==> config.mk <==
export PLATFORM = sky130hd
export DESIGN_NAME = wgt_skew_feeder
export DESIGN_NICKNAME = d
export VERILOG_FILES = /design/src/rtl/wgt_skew_feeder.sv
export SDC_FILE = /design/constraint.sdc
export NUM_CORES = 2
export LEC_CHECK = 0
export ABC_AREA = 1
export CORE_ASPECT_RATIO = 2
export CORE_UTILIZATION = 55
export DETAILED_ROUTE_END_ITERATION = 8
export PLACE_DENSITY = 0.81
export SKIP_LAST_GASP = 1
export SLEW_MARGIN = 20
export SYNTH_ARGS = -nofsm -noshare
export SYNTH_HDL_FRONTEND = slang
export SYNTH_SLANG_ARGS = --single-unit
==> constraint.sdc <==
create_clock -name clk -period 1.9 [get_ports clk]
set_input_delay 0.38 -clock clk [delete_from_list [all_inputs] [get_ports clk]]
set_output_delay 0.38 -clock clk [all_outputs]
set_load 0.01 [all_outputs]
==> src/rtl/wgt_skew_feeder.sv <==
// Purpose : weight SRAM read issue plus diagonal skew feeder for the systolic array.
// Latency : addr_valid beat -> wgt_valid[c] after 3+c cycles; done pulses NUM_COL+3 cycles after the last beat.
// Backpressure: none; beats are accepted in IDLE/ISSUE only, beats seen in DRAIN/DONE are dropped.
//
// Ports:
//   clk, rst            rising-edge clock, synchronous active-high reset
//   addr_valid/wgt_addr row address beats from the weight address controller
//   mem_rd_en/_addr     registered SRAM read request, one cycle after the accepted beat
//   mem_rd_data         SRAM row, valid the cycle after mem_rd_en
//   wgt_out/wgt_valid   skewed weights, column c delayed c cycles after column 0
//   busy, done          job in progress / one-cycle completion pulse
// Optional feature: define WGT_ZERO_PAD_EN to force wgt_out columns to zero while not valid;
// by default a column holds its last valid weight.

module wgt_skew_feeder #(
   parameter int KERNEL_SIZE = 3,
   parameter int NO_CHANNEL  = 3,
   parameter int ADDR_WIDTH  = 9,
   parameter int DATA_WIDTH  = 8,
   parameter int NUM_COL     = 16
) (
   input  logic                           clk,
   input  logic                           rst,
   input  logic                           addr_valid,
   input  logic [ADDR_WIDTH-1:0]          wgt_addr,
   output logic                           mem_rd_en,
   output logic [ADDR_WIDTH-1:0]          mem_rd_addr,
   input  logic [NUM_COL*DATA_WIDTH-1:0]  mem_rd_data,
   output logic [NUM_COL*DATA_WIDTH-1:0]  wgt_out,
   output logic [NUM_COL-1:0]             wgt_valid,
   output logic                           busy,
   output logic                           done
);

   localparam int ROWS      = KERNEL_SIZE * KERNEL_SIZE * NO_CHANNEL;
   localparam int RCW       = $clog2(ROWS + 1);
   localparam int DRAIN_CYC = NUM_COL + 2;
   localparam int DCW       = (DRAIN_CYC > 1) ? $clog2(DRAIN_CYC) : 1;

   localparam logic [RCW-1:0] ROWS_C      = RCW'(ROWS);
   localparam logic [DCW-1:0] DRAIN_LAST  = DCW'(DRAIN_CYC - 1);

   typedef enum logic [1:0] {
      S_IDLE  = 2'd0,
      S_ISSUE = 2'd1,
      S_DRAIN = 2'd2,
      S_DONE  = 2'd3
   } state_t;

   state_t                state_d, state_q;
   logic [RCW-1:0]        row_cnt_d, row_cnt_q;
   logic [DCW-1:0]        drain_cnt_d, drain_cnt_q;
   logic                  mem_rd_en_d, mem_rd_en_q;
   logic [ADDR_WIDTH-1:0] mem_rd_addr_d, mem_rd_addr_q;
   logic                  busy_d, busy_q;
   logic                  done_d, done_q;
   logic                  rd_vld_q;
   logic                  accept;

   // ---------------------------------------------------------------
   // Control FSM and read issue
   // ---------------------------------------------------------------
   always_comb begin
      state_d       = state_q;
      row_cnt_d     = row_cnt_q;
      drain_cnt_d   = drain_cnt_q;
      done_d        = 1'b0;
      accept        = 1'b0;

      case (state_q)
         S_IDLE: begin
            if (addr_valid) begin
               accept      = 1'b1;
               row_cnt_d   = RCW'(1);
               drain_cnt_d = '0;
               state_d     = (ROWS == 1) ? S_DRAIN : S_ISSUE;
            end
         end
         S_ISSUE: begin
            if (addr_valid) begin
               accept    = 1'b1;
               row_cnt_d = row_cnt_q + 1'b1;
               if (row_cnt_q + 1'b1 == ROWS_C) begin
                  state_d     = S_DRAIN;
                  drain_cnt_d = '0;
               end
            end
         end
         S_DRAIN: begin
            // Drain covers the SRAM and capture latency plus the deepest skew chain.
            if (drain_cnt_q == DRAIN_LAST) begin
               state_d     = S_DONE;
               done_d      = 1'b1;
               drain_cnt_d = '0;
               row_cnt_d   = '0;
            end else begin
               drain_cnt_d = drain_cnt_q + 1'b1;
            end
         end
         default: begin
            state_d = S_IDLE;
         end
      endcase

      busy_d        = (state_d == S_ISSUE) || (state_d == S_DRAIN);
      mem_rd_en_d   = accept;
      mem_rd_addr_d = accept ? wgt_addr : mem_rd_addr_q;
   end

   always_ff @(posedge clk) begin
      if (rst) begin
         state_q       <= S_IDLE;
         row_cnt_q     <= '0;
         drain_cnt_q   <= '0;
         mem_rd_en_q   <= 1'b0;
         mem_rd_addr_q <= '0;
         busy_q        <= 1'b0;
         done_q        <= 1'b0;
         rd_vld_q      <= 1'b0;
      end else begin
         state_q       <= state_d;
         row_cnt_q     <= row_cnt_d;
         drain_cnt_q   <= drain_cnt_d;
         mem_rd_en_q   <= mem_rd_en_d;
         mem_rd_addr_q <= mem_rd_addr_d;
         busy_q        <= busy_d;
         done_q        <= done_d;
         // SRAM returns data one cycle after the read strobe.
         rd_vld_q      <= mem_rd_en_q;
      end
   end

   assign mem_rd_en   = mem_rd_en_q;
   assign mem_rd_addr = mem_rd_addr_q;
   assign busy        = busy_q;
   assign done        = done_q;

   // ---------------------------------------------------------------
   // Per-column skew chains: stage 0 captures the SRAM row, column c
   // then passes through c more stages. Data stages load only when
   // their incoming valid is set, so bubbles never overwrite a held weight.
   // ---------------------------------------------------------------
   for (genvar c = 0; c < NUM_COL; c++) begin : g_col
      localparam int DEPTH = c + 1;

      logic [DEPTH-1:0]      vld_d, vld_q;
      logic [DATA_WIDTH-1:0] dat_d [DEPTH];
      logic [DATA_WIDTH-1:0] dat_q [DEPTH];

      always_comb begin
         vld_d[0] = rd_vld_q;
         dat_d[0] = rd_vld_q ? mem_rd_data[c*DATA_WIDTH +: DATA_WIDTH] : dat_q[0];
         for (int k = 1; k < DEPTH; k++) begin
            vld_d[k] = vld_q[k-1];
            dat_d[k] = vld_q[k-1] ? dat_q[k-1] : dat_q[k];
         end
      end

      always_ff @(posedge clk) begin
         if (rst) begin
            vld_q <= '0;
            for (int k = 0; k < DEPTH; k++) begin
               dat_q[k] <= '0;
            end
         end else begin
            vld_q <= vld_d;
            for (int k = 0; k < DEPTH; k++) begin
               dat_q[k] <= dat_d[k];
            end
         end
      end

      assign wgt_valid[c] = vld_q[DEPTH-1];

`ifdef WGT_ZERO_PAD_EN
      assign wgt_out[c*DATA_WIDTH +: DATA_WIDTH] = vld_q[DEPTH-1] ? dat_q[DEPTH-1] : '0;
`else
      assign wgt_out[c*DATA_WIDTH +: DATA_WIDTH] = dat_q[DEPTH-1];
`endif
   end

endmodule

==> metrics.yaml <==
outcome: "finished clean"
required_ns: 1.52
setup_ws_ns: 0.0898
place_area_um2: 42300
rsz0062_at_grt: "false"
synth.avg_cell_area_um2: 7.81
crit_family: "flip-flops"
maxCapViolations: 0
dr.pass1.iters: 5
dpl_worst_slack_ns: 0.0209
nFillCells: 5883
rows: 137
hold_violations: 0
fin_crit_ns: 1.81
slowest_delay_ns: 0.42
cp_slowest_cell: "dfxtp_4"
worst_slew_pin_slew_ns: 0.660
cts_hold_buffers: 0
vias: 31200
dpl.hpwl_um: 53500
worstSetupEndpointType: "output pin"
crit_chain: "dlygate4sd2_1"
finalNetCount: 5199
min_path_type: "in -> reg"
cts_root_buf: "clkbuf_16"
clk_path_buf_depth: 3
fin_cells: 6031
synthTopCellsByArea: "dfxtp_1 (58%), nor2_1 (21%), o21ai_0 (14%)"
start_util_pct: 55.8
ys_types: 25
worst_hold_path.num_cells: 3
fmax_ghz: 0.552
path_buf_inv: 1
synth-edff-count: 0
slew_headroom_pct: 56.0
drtAntennaViolNets: 0
crit_path_start_kind: "register"
io_pins: 296
drc: 0
cts_num_sinks: 1129
via_per_inst: 5.17
stdcell_area_um2: 45300
yosysTopAreaCell: "dfxtp_1"
critical_path.max_fanout: 8
grt_use_total_pct: 24.1
die_x_um: 190
yosysMostFrequentCell: "nor2_1"
ir_worst_vdd_v: 0.000810
first_iter_violations: 1781
synth.yosys.seq_area_share_pct: 57.9
finish.utilization_pct: 64.8
regArea_um2: 22600
ys.flop_type: "dfxtp_1"
yosysWarnings: 0
tns_ns: 0
synthTopCellsByCount: "nor2_1 (2220), dfxtp_1 (1129), o21ai_0 (1100)"
clkLatencyLatePin_ns: 0.68
synth-async-reset-ratio_pct: 0
syn-cell-area_um2: 39000
grt_start_max_net_pins: 111
core_area_um2: 69900
cts_tree: "built"
timing.final.crit_share_pct: 95.3
reg2reg_depth: 9
dieArea_um2: 72100
clock_skew_ns: 0.0304
multiInputGateArea_um2: 14300
cp_data_arrival_time_ns: 1.43
numCtsBuffers: 92
p_per_area_nw_per_um2: 1000
ctsHtreeMaxLevel: 3
placed_cells: 5858
slew_violations: 0
dieHeight_um: 379
clk_pin_slew_ns: 0.07
cp_num_cells: 1
ys_seq_elements: 1129
drive_above_1_share_pct: 5.62
syn_nets: 5143
gp_congestion: 0.821
area_growth_pct: 16.1
setup_violations: 0
p_leak_nw: 22.6
wirelength_um: 87100
first_global_vias: 29600
gr-total-overflow: 0
grt_pass1_wl_um: 145000
postSynthCellCount: 4995
post_drt_wl_per_cell_um: 14.4
crit_type: "reg -> out"
synth_top_area_share_pct: 57.9
portBuffers: 295
grt_antenna_before_repair: 3
## timing repair
action | in CTS | in global routing
endpoints found under the setup margin | 156 | 8
gates resized for setup | 158 | 4
pin swaps | 0 | 0
hold endpoints to repair | 0 | 0
buffers inserted | 2 | 0
## cell families after synthesis
family | synth area share (%)
flops | 57.9
simple gates | 22.1
compound gates | 14.3
buf+inv | 5.42
xor+xnor | 0.0224
fa+ha+maj | 0.257
## cell type report
class	instances	area share [%]
diodes	3	0.0166
clock buffers	130	5.89
clock inverters	38	0.997
inverters	35	0.340
multi-input cells	3399	31.6
flip-flops and latches	1129	50.0
well taps	903	2.49
repair buffers	394	8.71
## worst paths after layout
kind	startpoint	end	slack (ns)
min	mem_rd_data[26]	g_col[3].dat_q[0][2]	0.28
max reg2reg	state_q[0]	row_cnt_q[3]	0.13
max	g_col[13].vld_q[1]	wgt_valid[1]	0.09
min reg2reg	mem_rd_en	g_col[0].vld_d	0.41
## power breakdown
part | internal, W | switching (W)
Clock | 0.0111 | 0.00847
Sequential | 0.0240 | 0.000199
Combinational | 0.000702 | 0.000917
## flip-flops by register name, summed over array words and instances, names as in the netlist
register,count
done,1
mem_rd_addr,9
row_cnt_q,5
g_col.dat_q,1088
g_col.vld_d,1
state_q,2
busy,1
mem_rd_en,1
drain_cnt_q,5
g_col.vld_q,16
## per-layer routing
layer,wire length (µm),up-vias,track usage [%]
met4,2420,0,9.03
met3,4140,132,3.94
met5,0,-,0
met2,42800,667,42.7
met1,37700,14400,29.0
li1,-,16000,-
## per-stage QoR
step	hold WS, ns	total power, W
after floorplan	0.447	0.0256
final	0.280	0.0454
after global routing	0.281	0.0469
after global placement	0.417	0.0264
after CTS	0.240	0.0458
after detailed placement	0.412	0.0264
## layout by cell type, fill, tap and decap left out, types with 24 or more instances in the layout
| cell type | Yosys | routed |
|---|---|---|
| clkinv_2 | 0 | 24 |
| clkdlybuf4s50_1 | 0 | 139 |
| buf_12 | 0 | 36 |
| buf_4 | 85 | 63 |
| clkbuf_16 | 0 | 93 |
| dfxtp_1 | 1129 | 1117 |
| dlygate4sd2_1 | 0 | 155 |
| nor2_1 | 2220 | 2220 |
| o21ai_0 | 1100 | 1100 |
| nand2_1 | 28 | 28 |
No activity file was read; power rests on OpenSTA's default activity.
